===== config.mk =====
export PLATFORM = sky130hd
export DESIGN_NAME = alu_arbiter
export DESIGN_NICKNAME = d
export VERILOG_FILES = /design/src/rtl/alu_arbiter.sv
export SDC_FILE = /design/constraint.sdc
export NUM_CORES = 1
export LEC_CHECK = 0
export CORE_UTILIZATION = 41
export DETAILED_ROUTE_END_ITERATION = 7
export GPL_ROUTABILITY_DRIVEN = 0
export PLACE_DENSITY = 0.91
export RECOVER_POWER = 25
export REMOVE_ABC_BUFFERS = 1
export SYNTH_ARGS = -nofsm -noshare
export SYNTH_HDL_FRONTEND = slang
export SYNTH_SLANG_ARGS = --single-unit

===== constraint.sdc =====
create_clock -name clk -period 2.3 [get_ports clk]
set_clock_uncertainty 0.2 [all_clocks]
set_input_delay 0.46 -clock clk [delete_from_list [all_inputs] [get_ports clk]]
set_output_delay 0.46 -clock clk [all_outputs]
set_load 0.02 [all_outputs]

===== src/rtl/alu_arbiter.sv =====
`default_nettype none
// ============================================================================
// Module   : alu_arbiter
// Purpose  : Round-robin arbiter that lets two requesters (A and B) share one
//            external combinational ALU. An accepted request registers its
//            operands and opcode onto the ALU bus. It waits one execute cycle,
//            or DIV_CYCLES execute cycles for divide/remainder. It then
//            captures the ALU outputs into the owner's result registers and
//            pulses the owner's rsp_valid for one cycle.
// Revision : 1.0 - initial release
// ----------------------------------------------------------------------------
// Parameters
//   DIV_CYCLES   execute cycles for opcodes 1001 (div) / 1010 (rem), 1..15
// Ports
//   clk          rising-edge clock
//   rst_n        asynchronous active-low reset
//   a_valid      in   requester A has an operation pending
//   a_ready      out  A accepted this cycle (combinational, IDLE only)
//   a_x, a_y     in   A operands (32b)
//   a_op         in   A opcode (4b)
//   a_rsp_valid  out  one-cycle pulse, a_result / a_equal updated
//   a_result     out  A captured result (32b)
//   a_equal      out  A captured equality flag
//   b_*          same set for requester B
//   alu_x, alu_y out  registered operands to the shared ALU
//   alu_s        out  registered opcode to the shared ALU
//   alu_result   in   combinational ALU result
//   alu_equal    in   combinational ALU equality flag
//   busy         out  high while an operation is executing
// ============================================================================
module alu_arbiter #(
  parameter int unsigned DIV_CYCLES = 4
) (
  input  logic        clk,
  input  logic        rst_n,
  // requester A
  input  logic        a_valid,
  output logic        a_ready,
  input  logic [31:0] a_x,
  input  logic [31:0] a_y,
  input  logic [3:0]  a_op,
  output logic        a_rsp_valid,
  output logic [31:0] a_result,
  output logic        a_equal,
  // requester B
  input  logic        b_valid,
  output logic        b_ready,
  input  logic [31:0] b_x,
  input  logic [31:0] b_y,
  input  logic [3:0]  b_op,
  output logic        b_rsp_valid,
  output logic [31:0] b_result,
  output logic        b_equal,
  // shared ALU
  output logic [31:0] alu_x,
  output logic [31:0] alu_y,
  output logic [3:0]  alu_s,
  input  logic [31:0] alu_result,
  input  logic        alu_equal,
  // status
  output logic        busy
);

  typedef enum logic [0:0] {
    ST_IDLE = 1'b0,
    ST_EXEC = 1'b1
  } state_t;

  // Requester identifiers used for owner / last-served bookkeeping
  localparam logic ID_A = 1'b0;
  localparam logic ID_B = 1'b1;

  localparam logic [3:0] OP_DIV   = 4'b1001;
  localparam logic [3:0] OP_REM   = 4'b1010;
  localparam logic [3:0] DIV_LOAD = 4'(DIV_CYCLES - 1);

  // --------------------------------------------------------------------------
  // State
  // --------------------------------------------------------------------------
  state_t      state_q,      state_d;
  logic [3:0]  cnt_q,        cnt_d;
  logic        owner_q,      owner_d;
  logic        last_q,       last_d;
  logic [31:0] alu_x_q,      alu_x_d;
  logic [31:0] alu_y_q,      alu_y_d;
  logic [3:0]  alu_s_q,      alu_s_d;
  logic [31:0] a_result_q,   a_result_d;
  logic        a_equal_q,    a_equal_d;
  logic        a_rsp_q,      a_rsp_d;
  logic [31:0] b_result_q,   b_result_d;
  logic        b_equal_q,    b_equal_d;
  logic        b_rsp_q,      b_rsp_d;

  // --------------------------------------------------------------------------
  // Arbitration
  // --------------------------------------------------------------------------
  logic        grant_b;
  logic        any_valid;
  logic        is_idle;
  logic [31:0] sel_x;
  logic [31:0] sel_y;
  logic [3:0]  sel_op;
  logic        sel_long;
  logic        blank_op;
  logic [31:0] cap_result;
  logic        cap_equal;

  // On a tie the requester that was not served last wins. last_q resets to B,
  // so A wins the first tie after reset.
  always_comb begin
    grant_b = 1'b0;
    if (a_valid && b_valid) begin
      grant_b = (last_q == ID_A);
    end else begin
      grant_b = b_valid;
    end
  end

  assign any_valid = a_valid | b_valid;
  assign is_idle   = (state_q == ST_IDLE);

  assign sel_x    = grant_b ? b_x  : a_x;
  assign sel_y    = grant_b ? b_y  : a_y;
  assign sel_op   = grant_b ? b_op : a_op;
  assign sel_long = (sel_op == OP_DIV) || (sel_op == OP_REM);

  // Opcodes 1100-1111 are unused. They return zero regardless of the ALU.
  assign blank_op   = (alu_s_q[3:2] == 2'b11);
  assign cap_result = blank_op ? 32'h0 : alu_result;
  assign cap_equal  = blank_op ? 1'b0  : alu_equal;

  // --------------------------------------------------------------------------
  // Next-state / datapath
  // --------------------------------------------------------------------------
  always_comb begin
    state_d    = state_q;
    cnt_d      = cnt_q;
    owner_d    = owner_q;
    last_d     = last_q;
    alu_x_d    = alu_x_q;
    alu_y_d    = alu_y_q;
    alu_s_d    = alu_s_q;
    a_result_d = a_result_q;
    a_equal_d  = a_equal_q;
    b_result_d = b_result_q;
    b_equal_d  = b_equal_q;
    a_rsp_d    = 1'b0;
    b_rsp_d    = 1'b0;

    case (state_q)
      ST_IDLE: begin
        if (any_valid) begin
          alu_x_d = sel_x;
          alu_y_d = sel_y;
          alu_s_d = sel_op;
          owner_d = grant_b;
          last_d  = grant_b;
          cnt_d   = sel_long ? DIV_LOAD : 4'd0;
          state_d = ST_EXEC;
        end
      end

      ST_EXEC: begin
        if (cnt_q != 4'd0) begin
          cnt_d = cnt_q - 4'd1;
        end else begin
          // Final execute cycle. The ALU has settled on the registered bus.
          if (owner_q == ID_B) begin
            b_result_d = cap_result;
            b_equal_d  = cap_equal;
            b_rsp_d    = 1'b1;
          end else begin
            a_result_d = cap_result;
            a_equal_d  = cap_equal;
            a_rsp_d    = 1'b1;
          end
          state_d = ST_IDLE;
        end
      end

      default: begin
        state_d = ST_IDLE;
        cnt_d   = 4'd0;
      end
    endcase
  end

  always_ff @(posedge clk or negedge rst_n) begin
    if (!rst_n) begin
      state_q    <= ST_IDLE;
      cnt_q      <= 4'd0;
      owner_q    <= ID_A;
      last_q     <= ID_B;
      alu_x_q    <= 32'h0;
      alu_y_q    <= 32'h0;
      alu_s_q    <= 4'h0;
      a_result_q <= 32'h0;
      a_equal_q  <= 1'b0;
      a_rsp_q    <= 1'b0;
      b_result_q <= 32'h0;
      b_equal_q  <= 1'b0;
      b_rsp_q    <= 1'b0;
    end else begin
      state_q    <= state_d;
      cnt_q      <= cnt_d;
      owner_q    <= owner_d;
      last_q     <= last_d;
      alu_x_q    <= alu_x_d;
      alu_y_q    <= alu_y_d;
      alu_s_q    <= alu_s_d;
      a_result_q <= a_result_d;
      a_equal_q  <= a_equal_d;
      a_rsp_q    <= a_rsp_d;
      b_result_q <= b_result_d;
      b_equal_q  <= b_equal_d;
      b_rsp_q    <= b_rsp_d;
    end
  end

  // --------------------------------------------------------------------------
  // Outputs
  // --------------------------------------------------------------------------
  // Ready is gated by rst_n so that both readys drop as soon as reset
  // asserts, even when a request is still held.
  assign a_ready = rst_n & is_idle & a_valid & ~grant_b;
  assign b_ready = rst_n & is_idle & b_valid &  grant_b;

  assign a_rsp_valid = a_rsp_q;
  assign a_result    = a_result_q;
  assign a_equal     = a_equal_q;
  assign b_rsp_valid = b_rsp_q;
  assign b_result    = b_result_q;
  assign b_equal     = b_equal_q;
  assign alu_x       = alu_x_q;
  assign alu_y       = alu_y_q;
  assign alu_s       = alu_s_q;
  assign busy        = (state_q == ST_EXEC);

endmodule
`default_nettype wire


=== Yosys cells after proc, flatten, opt, wreduce, memory -nomap -nowiden ===
Cells that the tools add are included.

* Flip-flop bits (word level): 143
* Input port bits: 173
* Output and inout bits: 139
* Logic and storage cells: 56

* Multiplexer cells: 19
* Reduce and logical (&&, ||, !) cells: 7
* Bitwise logic cells: 11
* Equal/unequal tests: 5
* $add $sub $neg: 1

{| class="wikitable"
|+ Operators with widths
! operator !! count
|-
| 32-bit 2-to-1 mux || 3
|-
| 4-bit 2-to-1 mux || 3
|-
| 1-bit 2-to-1 mux || 10
|-
| 4-bit equality test (second input constant) || 2
|-
| 4-bit one-hot mux with 2 select lines || 1
|-
| 3-bit AND reduction || 2
|-
| 1-bit bitwise AND || 5
|-
| 1-bit inverter || 5
|-
| 2-bit AND reduction || 2
|-
| 4-bit nonzero test || 1
|-
| 4-bit by 1-bit subtractor with 4-bit output (second input constant) || 1
|-
| 2-bit equality test (second input constant) || 1
|-
| 2-bit 2-to-1 mux || 1
|-
| 2-bit by 1-bit inequality test with 1-bit output (second input constant) || 1
|-
| 2-bit inequality test (second input constant) || 1
|-
| 1-bit one-hot mux with 2 select lines || 1
|-
| 1-bit logical AND || 1
|-
| 1-bit logical OR || 1
|-
| 1-bit OR || 1
|}

=== Logic depth before layout (Yosys ltp) ===
Gate-level depths: netlist of the first run.

* Depth in word-level cells: 8
* Gate-level depth with buffers: 6
* Mapped depth without buffers: 5

=== Least setup slack after synthesis of the first run ===
Ideal clock, no wire load.

* Kind: reg2out
* Start point: register last_q
* End point: output port a_ready
* Required time: 1.640 ns
* Data arrival time: 1.636 ns
* Stages on the path, launching flop included: 5
* Buffers on the path: 2
* Slack: 0.004 ns
* Cell sequence: dfstp_2 a21boi_1 buf_2 buf_4 nor4bb_1

* Cells in the longest elaborated chain, start to end: 4

{| class="wikitable"
|+ Ends and longest elaborated chain
! element !! RTL line !! source
|-
| from (decl) || 83 || <nowiki>logic last_q, last_d;</nowiki>
|-
| from (signal assigned) || 207 || <nowiki>last_q <= last_d;</nowiki>
|-
| 1-bit inverter || 113 || <nowiki>grant_b = (last_q == ID_A);</nowiki>
|-
| 1-bit 2-to-1 mux || 112 || <nowiki>if (a_valid && b_valid) begin</nowiki>
|-
| 1-bit inverter || 225 || <nowiki>assign a_ready = rst_n & is_idle & a_valid & ~grant_b;</nowiki>
|-
| 1-bit bitwise AND || 225 ||
|-
| to (decl) || 38 || <nowiki>output logic a_ready,</nowiki>
|}

Every way passes these cells.

=== Final worst setup path of the first run ===
* Start point: input port a_valid
* End point: output port b_ready

* Cells in the longest elaborated chain, start to end: 3

{| class="wikitable"
|+ Ends and longest elaborated chain
! element !! RTL line !! source
|-
| from (decl) || 37 || <nowiki>input logic a_valid,</nowiki>
|-
| 1-bit logical AND || 112 ||
|-
| 1-bit 2-to-1 mux || 112 ||
|-
| 1-bit bitwise AND || 226 || <nowiki>assign b_ready = rst_n & is_idle & b_valid & grant_b;</nowiki>
|-
| to (decl) || 47 || <nowiki>output logic b_ready,</nowiki>
|}

Every way passes these cells.

==> out/qor.txt, run 1 <==
Crit-path max FO = 4
R2r worst-path depth = 6
Sum Neg Setup Slack = 0 ps
Largest family of logic cells by synthesized area = multiplexers
Overflow after GRT = 0
Fin crit period = 2250 ps
Die Y = 127 um
Antenna-violating nets left = 0
# Post-CTS Setup Buffers = 0
Final wirelength = 18.1 mm
Critical path capture point type = output pin
WS Path Type = in2out
Period utilization = 98.0%
R2r endpoint = a_result[23]
Most frequent cell after synthesis = dfrtp_1
Largest net degree at the start of global routing = 144
Leading cell types by count after synthesis = dfrtp_1, nand2_1, mux2i_1, o21ai_1, mux2_1
Seq cells post-synth = 143
Max VDD drop = 0.000733 V
Critical Path Stages = 4
First-pass GRT wire length = 28.4 mm
Largest area contributor in the netlist = dfrtp_1
H-tree depth = 4
CTS tree = built
Layout net count = 1,004
Post_cts resized = 6
Slew HR = 49.2%
CP max stage cell = clkdlybuf4s50_1
Vias in the first global route = 5,415
Final hold violations = 0
Register-to-Register Setup Slack = 200 ps
Worst slew pin tran = 761 ps
Hpwl dp = 13.2 mm
CP Cell Sequence = clkdlybuf4s50_1 > a21boi_4 > and3_1 > clkdlybuf4s15_1
Post-Synth Simple-Gate Area = 9.44%
Core ar. = 0.0152 mm^2
TritonCTS buffer count = 17
Outcome = completed
Clock sinks = 143
CP endpoint = b_ready
Post-Route Utilization = 67.7%
LEAKAGE = 4.58 nW
Number of synthesized flops with an enable pin = 0
Synthesized area per cell = 12.3 um^2
Cts hold-fix bufs = 0
Clock Latency Late Sink = 400 ps
Routed WL per cell = 17.6 um
Cells after DPL = 999
WP data arrival = 1590 ps
CTS Buffer Depth = 2
Buffer and inverter count on the worst path = 2
Boundary pin count = 312
# rows = 45
Share of cells above drive strength 1 = 9.62%
Unique masters post-synth = 39
Total power = 14.1 mW
Die X = 127 um
Crit-path leading delay family = buffers and inverters
Pwr dens = 1370 mW/mm^2
Sequential-to-total area share from yosys stat = 56.0%
Drt via density = 4.97
Max Freq = 444 MHz
Compound-Gate Fraction of Synth Area = 6.66%
Post-route cell area = 0.0103 mm^2
Required time worst endpoint = 1640 ps
Top cell type's share of synthesized area = 55.6%
Die area = 0.0161 mm^2
Drt pass-1 iters = 4
Number of fill cells in the layout = 1,104
Drt first-iter violations = 176
Crit start category = input port
DRC Markers = 0
Cell count after synthesis = 521
Maxcap violations = 0
Top post-synthesis cells by area = dfrtp_1, mux2i_1, mux2_4
Ys Warns = 0
FFs w/ async S/R, synth = 100%
CP startpoint = a_valid
Dpl ws = -478 ps
# diodes = 0
Mapped cell area = 0.00639 mm^2
Root buffer cell = clkbuf_16
Min Hold Slack = 190 ps
Mux contribution to synthesized area = 24.0%
Main synth FF type = dfrtp_1
CTS clock-pin slew for the worst setup and hold paths = 60 ps
Largest stage delay, worst path = 470 ps
I/O Buffers = 311
Initial Util = 42.0%
Worst r2r src = cnt_q[0]
Initial antenna violation count = 0
Via count = 5,119
Final setup margin = 45.8 ps
Layout area overhead = 61.1%
GRT Resource Usage Total = 23.1%
Dpl cell area = 0.00973 mm^2
RSZ-0062 raised after global routing = no
Setup violators final = 0
Type of the tightest min-delay check = in2async
Post-Synth Adder-Cell Area = 0.196%
Slew Limit Fails = 0
Synth Area in XOR/XNOR = 0.274%
Non-filler cells, final = 1,030
[worst min-delay path by stage]
stage | start | endpoint | cells after the start
2_1_floorplan | rst_n | a_equal | 0
3_3_place_gp | alu_x[6] | alu_x[6] | 2
3_5_place_dp | a_result[31] | a_result[31] | 1
4_1_cts | rst_n | b_result[17] | 2
5_1_grt | rst_n | a_result[13] | 2
6_report | rst_n | a_result[8] | 2
[layout by cell type (no fill, tap or decap), types with 3 or more instances in the layout]
cell type and n:
clkdlybuf4s50_1 306, dfrtp_1 141, nand2_1 70, mux2i_1 68, o21ai_1 68, mux2_1 36, and2_1 33, mux2_4 29
clkbuf_16 17, buf_12 6, buf_4 6, nor2_1 5, a21oi_1 5, inv_1 4, clkinvlp_4 4, clkinv_2 3
[power by group]
part	internal, mW	switching (mW)
clock network	1.59	1.06
logic	3.55	3.46
registers	3.76	0.712
total	8.90	5.23
[flip-flops by register name, summed over array words and instances (netlist names), 4 cells and up]
register	cells
alu_x	32
alu_s	4
b_result	32
cnt_q	4
alu_y	32
a_result	32
[area by class of cell]
class	instances	area, um^2	area share [%]
repair buffers	323	3270	31.8
clock inverters	13	140	1.36
clock buffers	18	429	4.17
inverters	5	18.8	0.182
well taps	188	235	2.29
flip-flops and latches	143	3580	34.8
multi-input cells	340	2620	25.4
[metal layers]
metal	vias up	GRT usage, %	routed length [um]
met2	224	39.5	8970
li1	2423	-	-
met3	24	8.98	1670
met1	2448	26.4	7110
met4	0	8.12	347
met5	-	0	0
[cells by family (layout without fill, tap and decap cells)]
group / count (synthesis) / after routing
simple gates: 122 / 122
flops: 143 / 143
buf+inv: 38 / 359
mux: 134 / 134
compound gates: 81 / 81
fa+ha+maj: 1 / 1
xor+xnor: 2 / 2
Note: power is estimated with default switching activity, not from simulation.
==> run 2: changes to the inputs <==
- GPL_ROUTABILITY_DRIVEN: 0 -> not set
==> results of run 2 <==
No change in the layout: final DEF, timing and power equal those of run 1.
